<file path="src/rtl/ieu_pkg.sv">
// Shared ALU opcode constants, EX-slot bundle and funct7 selection helper for the ID/EX issue stage.
// The slot bundle is sized by XLEN_DEF/REG_ADDR_W_DEF; set XLEN_DEF to 64 for an RV64 build.
package ieu_pkg;

   localparam int XLEN_DEF       = 32;
   localparam int REG_ADDR_W_DEF = 5;

   localparam logic [2:0] F3_ADD  = 3'b000;
   localparam logic [2:0] F3_SLL  = 3'b001;
   localparam logic [2:0] F3_SLT  = 3'b010;
   localparam logic [2:0] F3_SLTU = 3'b011;
   localparam logic [2:0] F3_XOR  = 3'b100;
   localparam logic [2:0] F3_SR   = 3'b101;
   localparam logic [2:0] F3_OR   = 3'b110;
   localparam logic [2:0] F3_AND  = 3'b111;

   localparam logic [6:0] F7_BASEOP = 7'b0000000;
   localparam logic [6:0] F7_ALTOP  = 7'b0100000;

   // SRLI/SRAI is the only immediate op whose funct7 field carries meaning.
   localparam logic [2:0] F3_SRA = F3_SR;

   typedef struct packed {
      logic [XLEN_DEF-1:0]       pc;
      logic [REG_ADDR_W_DEF-1:0] rd;
      logic                      wb_en;
      logic                      is_load;
      logic [2:0]                funct3;
      logic [6:0]                funct7;
      logic [XLEN_DEF-1:0]       operand_1;
      logic [XLEN_DEF-1:0]       operand_2;
      logic [XLEN_DEF-1:0]       rs2_data;
   } ex_slot_t;

   function automatic logic [6:0] sel_funct7(input logic use_imm, input logic [2:0] funct3,
                                             input logic [6:0] funct7);
      return (use_imm && funct3 != F3_SRA) ? F7_BASEOP : funct7;
   endfunction

endpackage

</file>
<file path="src/rtl/ieu_fwd_mux.sv">
// Forwarding priority mux for one source register: EX > MEM > WB > register file, x0 reads as 0.
// Purely combinational, no latency and no flow control.
module ieu_fwd_mux #(
   parameter int XLEN       = 32,
   parameter int REG_ADDR_W = 5
) (
   input  logic [REG_ADDR_W-1:0] addr_i,
   input  logic [XLEN-1:0]       rf_data_i,
   input  logic                  ex_fwd_vld_i,
   input  logic [REG_ADDR_W-1:0] ex_rd_i,
   input  logic [XLEN-1:0]       ex_result_i,
   input  logic                  mem_fwd_vld_i,
   input  logic [REG_ADDR_W-1:0] mem_rd_i,
   input  logic [XLEN-1:0]       mem_result_i,
   input  logic                  wb_fwd_vld_i,
   input  logic [REG_ADDR_W-1:0] wb_rd_i,
   input  logic [XLEN-1:0]       wb_data_i,
   output logic [XLEN-1:0]       data_o
);

   always_comb begin
      data_o = rf_data_i;
      if (addr_i == '0)
         data_o = '0;
      else if (ex_fwd_vld_i && ex_rd_i == addr_i)
         data_o = ex_result_i;
      else if (mem_fwd_vld_i && mem_rd_i == addr_i)
         data_o = mem_result_i;
      else if (wb_fwd_vld_i && wb_rd_i == addr_i)
         data_o = wb_data_i;
   end

endmodule

</file>
<file path="src/rtl/ieu_issue.sv">
// ID/EX issue stage: resolves forwarded operands and registers them for the ALU, one-cycle latency.
// Stalls decode while EX is held by ex_ready or on a load-use hazard; flush empties the EX slot.
module ieu_issue
   import ieu_pkg::*;
#(
   parameter int XLEN       = XLEN_DEF,
   parameter int REG_ADDR_W = REG_ADDR_W_DEF
) (
   input  logic                  clk,
   input  logic                  rst_n,
   input  logic                  flush,
   input  logic                  dec_valid,
   output logic                  dec_ready,
   input  logic [XLEN-1:0]       dec_pc,
   input  logic [REG_ADDR_W-1:0] dec_rs1_addr,
   input  logic [REG_ADDR_W-1:0] dec_rs2_addr,
   input  logic [REG_ADDR_W-1:0] dec_rd_addr,
   input  logic                  dec_rs1_en,
   input  logic                  dec_rs2_en,
   input  logic [XLEN-1:0]       dec_rs1_data,
   input  logic [XLEN-1:0]       dec_rs2_data,
   input  logic [XLEN-1:0]       dec_imm,
   input  logic                  dec_use_imm,
   input  logic                  dec_use_pc,
   input  logic [2:0]            dec_funct3,
   input  logic [6:0]            dec_funct7,
   input  logic                  dec_wb_en,
   input  logic                  dec_is_load,
   input  logic [XLEN-1:0]       ex_result,
   input  logic                  mem_valid,
   input  logic                  mem_wb_en,
   input  logic [REG_ADDR_W-1:0] mem_rd,
   input  logic [XLEN-1:0]       mem_result,
   input  logic                  wb_valid,
   input  logic                  wb_wb_en,
   input  logic [REG_ADDR_W-1:0] wb_rd,
   input  logic [XLEN-1:0]       wb_data,
   input  logic                  ex_ready,
   output logic                  ex_valid,
   output logic [2:0]            alu_funct3,
   output logic [6:0]            alu_funct7,
   output logic [XLEN-1:0]       alu_operand_1,
   output logic [XLEN-1:0]       alu_operand_2,
   output logic [XLEN-1:0]       ex_rs2_data,
   output logic [XLEN-1:0]       ex_pc,
   output logic [REG_ADDR_W-1:0] ex_rd,
   output logic                  ex_wb_en,
   output logic                  ex_is_load
);

   ex_slot_t        ex_q, ex_d;
   logic            ex_valid_q;
   logic            hazard, capture, ex_fwd_vld;
   logic [XLEN-1:0] fwd_rs1, fwd_rs2;

   // A load in EX cannot forward; its consumer must wait one bubble for the MEM path.
   assign hazard = ex_valid_q && ex_q.is_load && ex_q.wb_en && ex_q.rd != '0 &&
                   ((dec_rs1_en && dec_rs1_addr == ex_q.rd) ||
                    (dec_rs2_en && dec_rs2_addr == ex_q.rd));

   assign dec_ready  = (!ex_valid_q || ex_ready) && !hazard;
   assign capture    = dec_valid && dec_ready && !flush;
   assign ex_fwd_vld = ex_valid_q && ex_q.wb_en && !ex_q.is_load;

   ieu_fwd_mux #(.XLEN(XLEN), .REG_ADDR_W(REG_ADDR_W)) u_fwd_rs1 (
      .addr_i(dec_rs1_addr), .rf_data_i(dec_rs1_data),
      .ex_fwd_vld_i(ex_fwd_vld), .ex_rd_i(ex_q.rd), .ex_result_i(ex_result),
      .mem_fwd_vld_i(mem_valid && mem_wb_en), .mem_rd_i(mem_rd), .mem_result_i(mem_result),
      .wb_fwd_vld_i(wb_valid && wb_wb_en), .wb_rd_i(wb_rd), .wb_data_i(wb_data),
      .data_o(fwd_rs1)
   );

   ieu_fwd_mux #(.XLEN(XLEN), .REG_ADDR_W(REG_ADDR_W)) u_fwd_rs2 (
      .addr_i(dec_rs2_addr), .rf_data_i(dec_rs2_data),
      .ex_fwd_vld_i(ex_fwd_vld), .ex_rd_i(ex_q.rd), .ex_result_i(ex_result),
      .mem_fwd_vld_i(mem_valid && mem_wb_en), .mem_rd_i(mem_rd), .mem_result_i(mem_result),
      .wb_fwd_vld_i(wb_valid && wb_wb_en), .wb_rd_i(wb_rd), .wb_data_i(wb_data),
      .data_o(fwd_rs2)
   );

   always_comb begin
      ex_d           = '0;
      ex_d.pc        = dec_pc;
      ex_d.rd        = dec_rd_addr;
      ex_d.wb_en     = dec_wb_en;
      ex_d.is_load   = dec_is_load;
      ex_d.funct3    = dec_funct3;
      ex_d.funct7    = sel_funct7(dec_use_imm, dec_funct3, dec_funct7);
      ex_d.operand_1 = dec_use_pc  ? dec_pc  : fwd_rs1;
      ex_d.operand_2 = dec_use_imm ? dec_imm : fwd_rs2;
      ex_d.rs2_data  = fwd_rs2;
   end

   always_ff @(posedge clk or negedge rst_n) begin
      if (!rst_n) begin
         ex_valid_q <= 1'b0;
         ex_q       <= '0;
      end else if (flush) begin
         ex_valid_q <= 1'b0;
      end else if (capture) begin
         ex_valid_q <= 1'b1;
         ex_q       <= ex_d;
      end else if (ex_ready) begin
         ex_valid_q <= 1'b0;
      end
   end

   assign ex_valid      = ex_valid_q;
   assign alu_funct3    = ex_q.funct3;
   assign alu_funct7    = ex_q.funct7;
   assign alu_operand_1 = ex_q.operand_1;
   assign alu_operand_2 = ex_q.operand_2;
   assign ex_rs2_data   = ex_q.rs2_data;
   assign ex_pc         = ex_q.pc;
   assign ex_rd         = ex_q.rd;
   assign ex_wb_en      = ex_q.wb_en;
   assign ex_is_load    = ex_q.is_load;

endmodule
</file>
<file path="config.mk">
export PLATFORM = sky130hd
export DESIGN_NAME = ieu_issue
export DESIGN_NICKNAME = d
export VERILOG_FILES = /design/src/rtl/ieu_pkg.sv /design/src/rtl/ieu_fwd_mux.sv /design/src/rtl/ieu_issue.sv
export SDC_FILE = /design/constraint.sdc
export NUM_CORES = 1
export LEC_CHECK = 0
export CORE_AREA = 2 2 165 167
export CTS_CLUSTER_SIZE = 16
export DETAILED_ROUTE_END_ITERATION = 8
export DIE_AREA = 0 0 167 169
export HOLD_SLACK_MARGIN = 0.06
export PLACE_DENSITY = 0.72
export SLEW_MARGIN = 20
export SYNTH_ARGS = -nofsm -noshare
export SYNTH_HDL_FRONTEND = slang
export SYNTH_SLANG_ARGS = --single-unit
</file>
<file path="constraint.sdc">
create_clock -name clk -period 2.95 [get_ports clk]
set_input_delay 0.295 -clock clk [delete_from_list [all_inputs] [get_ports clk]]
set_output_delay 0.295 -clock clk [all_outputs]
set_load 0.01 [all_outputs]
</file>
==> results of run 1 <==
[where the power goes]
group	internal (mW)	switching (mW)
Combinational	1.17	0.977
Clock	1.20	0.998
Sequential	2.33	0.218
Total	4.69	2.19
[synth_stat cells (2+ instances only)]
master,instances,area share (%)
nand2_1,210,9.3
dfrtp_1,146,43
o21ai_0,97,5.8
nand3_1,76,4.5
clkbuf_1,70,3.1
a21oi_1,66,3.9
nor2_1,35,1.6
nor3_1,34,2.0
and2_1,33,2.4
o21ai_1,33,2.0
a221o_1,32,3.8
a311oi_1,32,3.3
inv_1,32,1.4
mux2i_1,32,3.8
o211ai_1,32,2.8
xnor2_1,24,2.5
buf_1,8,0.36
buf_2,8,0.47
buf_6,8,1.1
xor2_1,6,0.62
nand4_1,4,0.30
nand2b_1,2,0.15
nor2b_1,2,0.15
or4_1,2,0.18
[how the worst min path moves through the flow]
stage	endpoint	slack, ps
finish	ex_rd[2]$_DFFE_PN0P_	400
global route	alu_funct7[1]$_DFFE_PN0P_	400
CTS	ex_rd[2]$_DFFE_PN0P_	390
detailed placement	ex_pc[21]$_DFFE_PN0P_	380
global placement	ex_pc[23]$_DFFE_PN0P_	390
floorplan	alu_funct3[0]$_DFFE_PN0P_	-0.6
[layout by cell type (no fill, tap or decap), types with 2 or more instances in the layout]
master	n
nor2_1	34
buf_4	23
dfrtp_1	146
clkinvlp_4	4
xnor2_1	24
o211ai_1	32
inv_6	5
clkinv_4	2
a221o_1	32
o21ai_1	33
nand2_1	210
nand2b_1	2
a21oi_1	65
o21ai_0	97
buf_12	11
and2_1	33
nor3_1	34
mux2i_1	32
clkbuf_16	17
clkdlybuf4s50_1	419
nand3_1	76
nand4_1	4
xor2_1	6
a311oi_1	32
or4_1	2
inv_1	32
[final cells by class]
type / instances / area (um^2) / share of cell area (%)
Antenna cell: 1 / 2.50 / 0.0183
Clock inverter: 13 / 126 / 0.926
Clock buffer: 18 / 439 / 3.22
Inverter: 33 / 124 / 0.908
Timing Repair Buffer: 455 / 4610 / 33.8
Multi-Input combinational cell: 763 / 4270 / 31.3
Tap cell: 341 / 427 / 3.13
Sequential cell: 146 / 3650 / 26.8
[layer usage]
metal	up-vias	routed length, um	share of wire, %
li1	4404	-	-
met1	4699	15400	36
met2	545	21600	50
met3	103	3720	8.7
met4	6	2160	5.0
met5	-	41	0.096
[metrics by stage]
stage          instances  utilization, %
2_1_floorplan       1036               -
3_3_place_gp        1737            49.3
3_5_place_dp        1737            49.3
4_1_cts             1769            51.5
5_1_grt             1770            51.5
6_report            1770            51.5
[kinds of logic after synthesis]
group	Yosys count	synth area share [%]
and+or+nand+nor	405	21.3
AOI/OAI and AO/OA	296	22.0
DFF	146	43.3
buffers and inverters	127	6.48
muxes	32	3.80
xor gates and xnor gates	30	3.11
[state kept, by name (all words and copies together) (netlist names)]
name,count
ex_rs2_data,32
ex_is_load,1
ex_valid,1
alu_operand_1,32
ex_pc,32
ex_wb_en,1
alu_operand_2,32
alu_funct7,7
alu_funct3,3
ex_rd,5
[worst min-delay path, cell delays in order]
cell             delay (ps)
clkdlybuf4s50_1         400
nand2_1                  60
nand2_1                  40
==> impl_metrics.yaml, run 1 <==
sta:
  setup_violations: 0
  finalMaxSlewViolations: 0
  worst_slew_pin_slew_ps: 749
  finalHoldViolCount: 0
  setup_tns_ps: 0
  timing.hold.ws_ps: 400
  fin_skew_ps: 16.1
  rsz0062_at_grt: "false"
  fin_ws_ps: 163
  relSlewSlack_pct: 50.1
  fin_crit_ps: 2790
  clock.fmax_ghz: 0.359
  post-route-period-util_pct: 94.5
die:
  start_util_pct: 31.8
  die_area_mm2: 0.0282
  dieWidth_um: 167
  core.rowCount: 60
  coreArea_mm2: 0.0265
  die_h_um: 169
  ios: 421
setup_path:
  end_kind: "output port"
  critPathLaunchType: "flop"
  critPathKind: "flop to output port"
  slowest_stage: "clkdlybuf4s50_1"
  crit_cells: 5
  cpPeakStageDelay_ps: 560
  crit_buf_inv: 2
  crit_path_cell_trace: "or4_1 -> o2111ai_1 -> inv_2 -> a21oi_1 -> clkdlybuf4s50_1"
  crit_fanout: 5
  r2r_slack_ps: 400
  arrival_ps: 2490
  endpoint: "dec_ready"
  startpoint: "ex_rd[1]$_DFFE_PN0P_"
  crit_family: "buffers and inverters"
  r2r-start: "ex_rd[1]$_DFFE_PN0P_"
  timing.rr.end: "alu_operand_2[28]$_DFFE_PN0P_"
  ff2ff_path_depth: 7
  cp_data_required_time_ps: 2650
power_and_ir_drop:
  ir_drop_v: 0.000298
  p_leak_nw: 5.76
  p_per_area_mw_per_mm2: 505
  power_mw: 6.89
global_route:
  antenna_found_initial: 6
  grt_pass1_wl_mm: 63.1
  grt_use_total_pct: 29.7
  busiest_layer: "met2"
  use_met1_pct: 33.0
  overflow: 0
  grt_max_degree: 87
  grt_pass1_vias: 10100
  gr-usage-met3_pct: 8.23
  met2_usage_pct: 51.9
clocking:
  cts-resized-gates: 0
  hold_buffers: 1
  clk_pin_slew_ps: 70
  cts_tree: "done"
  cts_setup_buffers: 0
  numCtsBuffers: 17
  cts-root-buf: "clkbuf_16"
  clock_latency_ps: 430
  clock_path_buffers: 2
  cts_max_level: 4
  cts_sinks: 146
yosys:
  synth_cell_types: 36
  synthCells: 1036
  syn-num-nets: 1310
  async_flop_share_pct: 100
  ys.flop_type: "dfrtp_1"
  avgSynthCellArea_um2: 8.14
  ys_warn_count: 0
  syn_area_mm2: 0.00844
  ys_seq_area_share_pct: 43.3
  synth_edf_count: 0
  ys_ff_latch: 146
run_status:
  run_status: "finished clean"
routing:
  drtIter0Drc: 825
  vias: 9757
  route.detailed.wl_per_inst_um: 24.3
  ant_nets: 0
  wl_mm: 42.9
  vias_per_cell: 5.51
  first_pass_iters: 7
  drc: 0
placement:
  gp_congestion: 0.949
  port-buffer-count: 420
  dp_hpwl_mm: 32.9
  place_ws_ps: 177
  placed_area_mm2: 0.0131
min_path:
  hp-class: "input pin to flop"
  hp-start: "dec_rd_addr[2]"
  hold_depth: 3
final_layout:
  final.fill_count: 2536
  syn_to_final_growth_pct: 61.8
  drive_gt1_share_pct: 5.25
  nets: 1690
  stdcell_area_mm2: 0.0136
job:
  cap_violations: 0
No activity file was read; power rests on OpenSTA's default activity.
==> run 2: changes to the inputs <==
- REMOVE_ABC_BUFFERS: not set -> 1
==> run 2 against run 1 <==
Via count decreased by 0.88%. Critical endpoint unchanged. Sequential share of layout area grew 0.093 points. Final area decreased by 0.35%. Flip-flop and latch count unchanged. Clock-buffer cell count grew 1. Largest power group unchanged.
==> impl_metrics.yaml, run 2 (synthesized netlist as in run 1, its figures left out) <==
power_and_ir_drop:
  p_per_area_mw_per_mm2: 499
  ir_drop_v: 0.000263
  p_switching_mw: 2.14
  power_mw: 6.78
  p_seq_share_pct: 37.4
  p_int_mw: 4.64
  combPwrFrac_pct: 31.0
  switching_share_pct: 31.6
  power.share.clock_pct: 31.6
  p_leak_nw: 5.75
min_path:
  hp-class: "input pin to asynchronous set/reset pin"
setup_path:
  crit_fanout: 5
  end_kind: "output port"
  arrival_ps: 2460
  critPathLaunchType: "flop"
  r2r_slack_ps: 380
  critPathKind: "flop to output port"
  ff2ff_path_depth: 7
  cp_data_required_time_ps: 2650
routing:
  drtIter0Drc: 793
  wl_mm: 38.3
  first_pass_iters: 5
  drc: 0
  vias_per_cell: 5.47
  vias: 9671
  route.detailed.wl_per_inst_um: 21.7
  ant_nets: 0
clocking:
  cts_setup_buffers: 0
  clock_path_buffers: 2
  clock_latency_ps: 420
  cts_sinks: 146
  cts-root-buf: "clkbuf_16"
  cts_max_level: 4
  cts_tree: "done"
  cts-resized-gates: 0
  numCtsBuffers: 17
  clk_pin_slew_ps: 70
placement:
  dp_cells: 1733
  gp_congestion: 0.897
  port-buffer-count: 420
  dp_hpwl_mm: 27.5
die:
  die_area_mm2: 0.0282
  dieWidth_um: 167
  die_h_um: 169
  core.rowCount: 60
  coreArea_mm2: 0.0265
  start_util_pct: 31.8
  ios: 421
global_route:
  antenna_found_initial: 2
  overflow: 0
  grt_pass1_wl_mm: 58.2
  grt_pass1_vias: 9993
  grt_use_total_pct: 26.6
  grt_max_degree: 69
final_layout:
  layout_commonest_cell: "clkdlybuf4s50_1"
  final.fill_count: 2491
  final_cells: 1767
  drive_gt1_share_pct: 5.54
  mostFrequentLayoutCells: "417 x clkdlybuf4s50_1, 210 x nand2_1, 146 x dfrtp_1, 97 x o21ai_0, 75 x nand3_1"
  syn_to_final_growth_pct: 61.2
  nets: 1686
sta:
  post-route-period-util_pct: 93.4
  setup_violations: 0
  clock.fmax_ghz: 0.363
  fin_crit_ps: 2760
  rsz0062_at_grt: "false"
  relSlewSlack_pct: 32.9
  finalHoldViolCount: 0
  worst_slew_pin_slew_ps: 1000
  fin_skew_ps: 16.2
  finalMaxSlewViolations: 0
  timing.hold.ws_ps: 394
run_status:
  run_status: "finished clean"
job:
  cap_violations: 0
==> run 2: final timing paths <==
path                                           startpoint                            end
worst max-delay path                 ex_rd[1]$_DFFE_PN0P_                      dec_ready
min in group clk                              dec_use_imm  alu_operand_2[22]$_DFFE_PN0P_
worst min register to register  alu_funct7[4]$_DFFE_PN0P_      alu_funct7[4]$_DFFE_PN0P_
worst max register to register       ex_rd[1]$_DFFE_PN0P_   alu_operand_2[6]$_DFFE_PN0P_
max in group asynchronous                           rst_n   alu_operand_2[1]$_DFFE_PN0P_
worst min-delay path                                rst_n      alu_funct7[2]$_DFFE_PN0P_
==> run 2: area by class of cell <==
class / count / area (um^2) / share of cell area [%]
multi-input cells: 763 / 4300 / 31.6
flip-flops and latches: 146 / 3650 / 26.9
clock buffers: 19 / 453 / 3.33
clock inverters: 13 / 115 / 0.846
repair buffers: 451 / 4530 / 33.3
inverters: 33 / 124 / 0.911
well taps: 341 / 427 / 3.14
diodes: 1 / 2.50 / 0.0184
==> run 2: power groups by stage <==
stage / combinational (mW) / sequential, mW / clock (mW)
after floorplan: 0.550 / 2.70 / 0
after global placement: 2.08 / 2.56 / 0
after detailed placement: 2.10 / 2.57 / 0
after CTS: 2.11 / 2.54 / 2.18
after global routing: 2.25 / 2.58 / 2.26
final: 2.10 / 2.54 / 2.14
==> run 2: stage by stage <==
| step | setup slack, ps | util, % | instance area (um^2) | setup TNS [ps] |
|---|---|---|---|---|
| after floorplan | -2250 | - | 8010 | -172740 |
| final | 195 | 51.3 | 13600 | 0 |
| after CTS | 170 | 51.3 | 13600 | 0 |
| after detailed placement | 69.9 | 49.1 | 13000 | 0 |
| after global routing | 76.3 | 51.3 | 13600 | 0 |
| after global placement | 160 | 49.1 | 13000 | 0 |
==> run 2: per-layer routing <==
metal  wire, um  GRT usage (%)
met1      15400           32.8
met2      18600           44.5
met3       2970           6.13
met4       1340           11.9
met5         13              0
==> run 2: repair_timing <==
item,in CTS,in global routing
setup endpoints to repair,0,0
hold buffers,1,0
endpoints found under the hold margin,48,0
==> run 2: worst max-delay path, cell delays in order (launching register included) <==
cell and delay (ps):
dfrtp_1 470, or4_1 540, o2111ai_1 220, inv_2 100, a21oi_1 150, clkdlybuf4s50_1 570
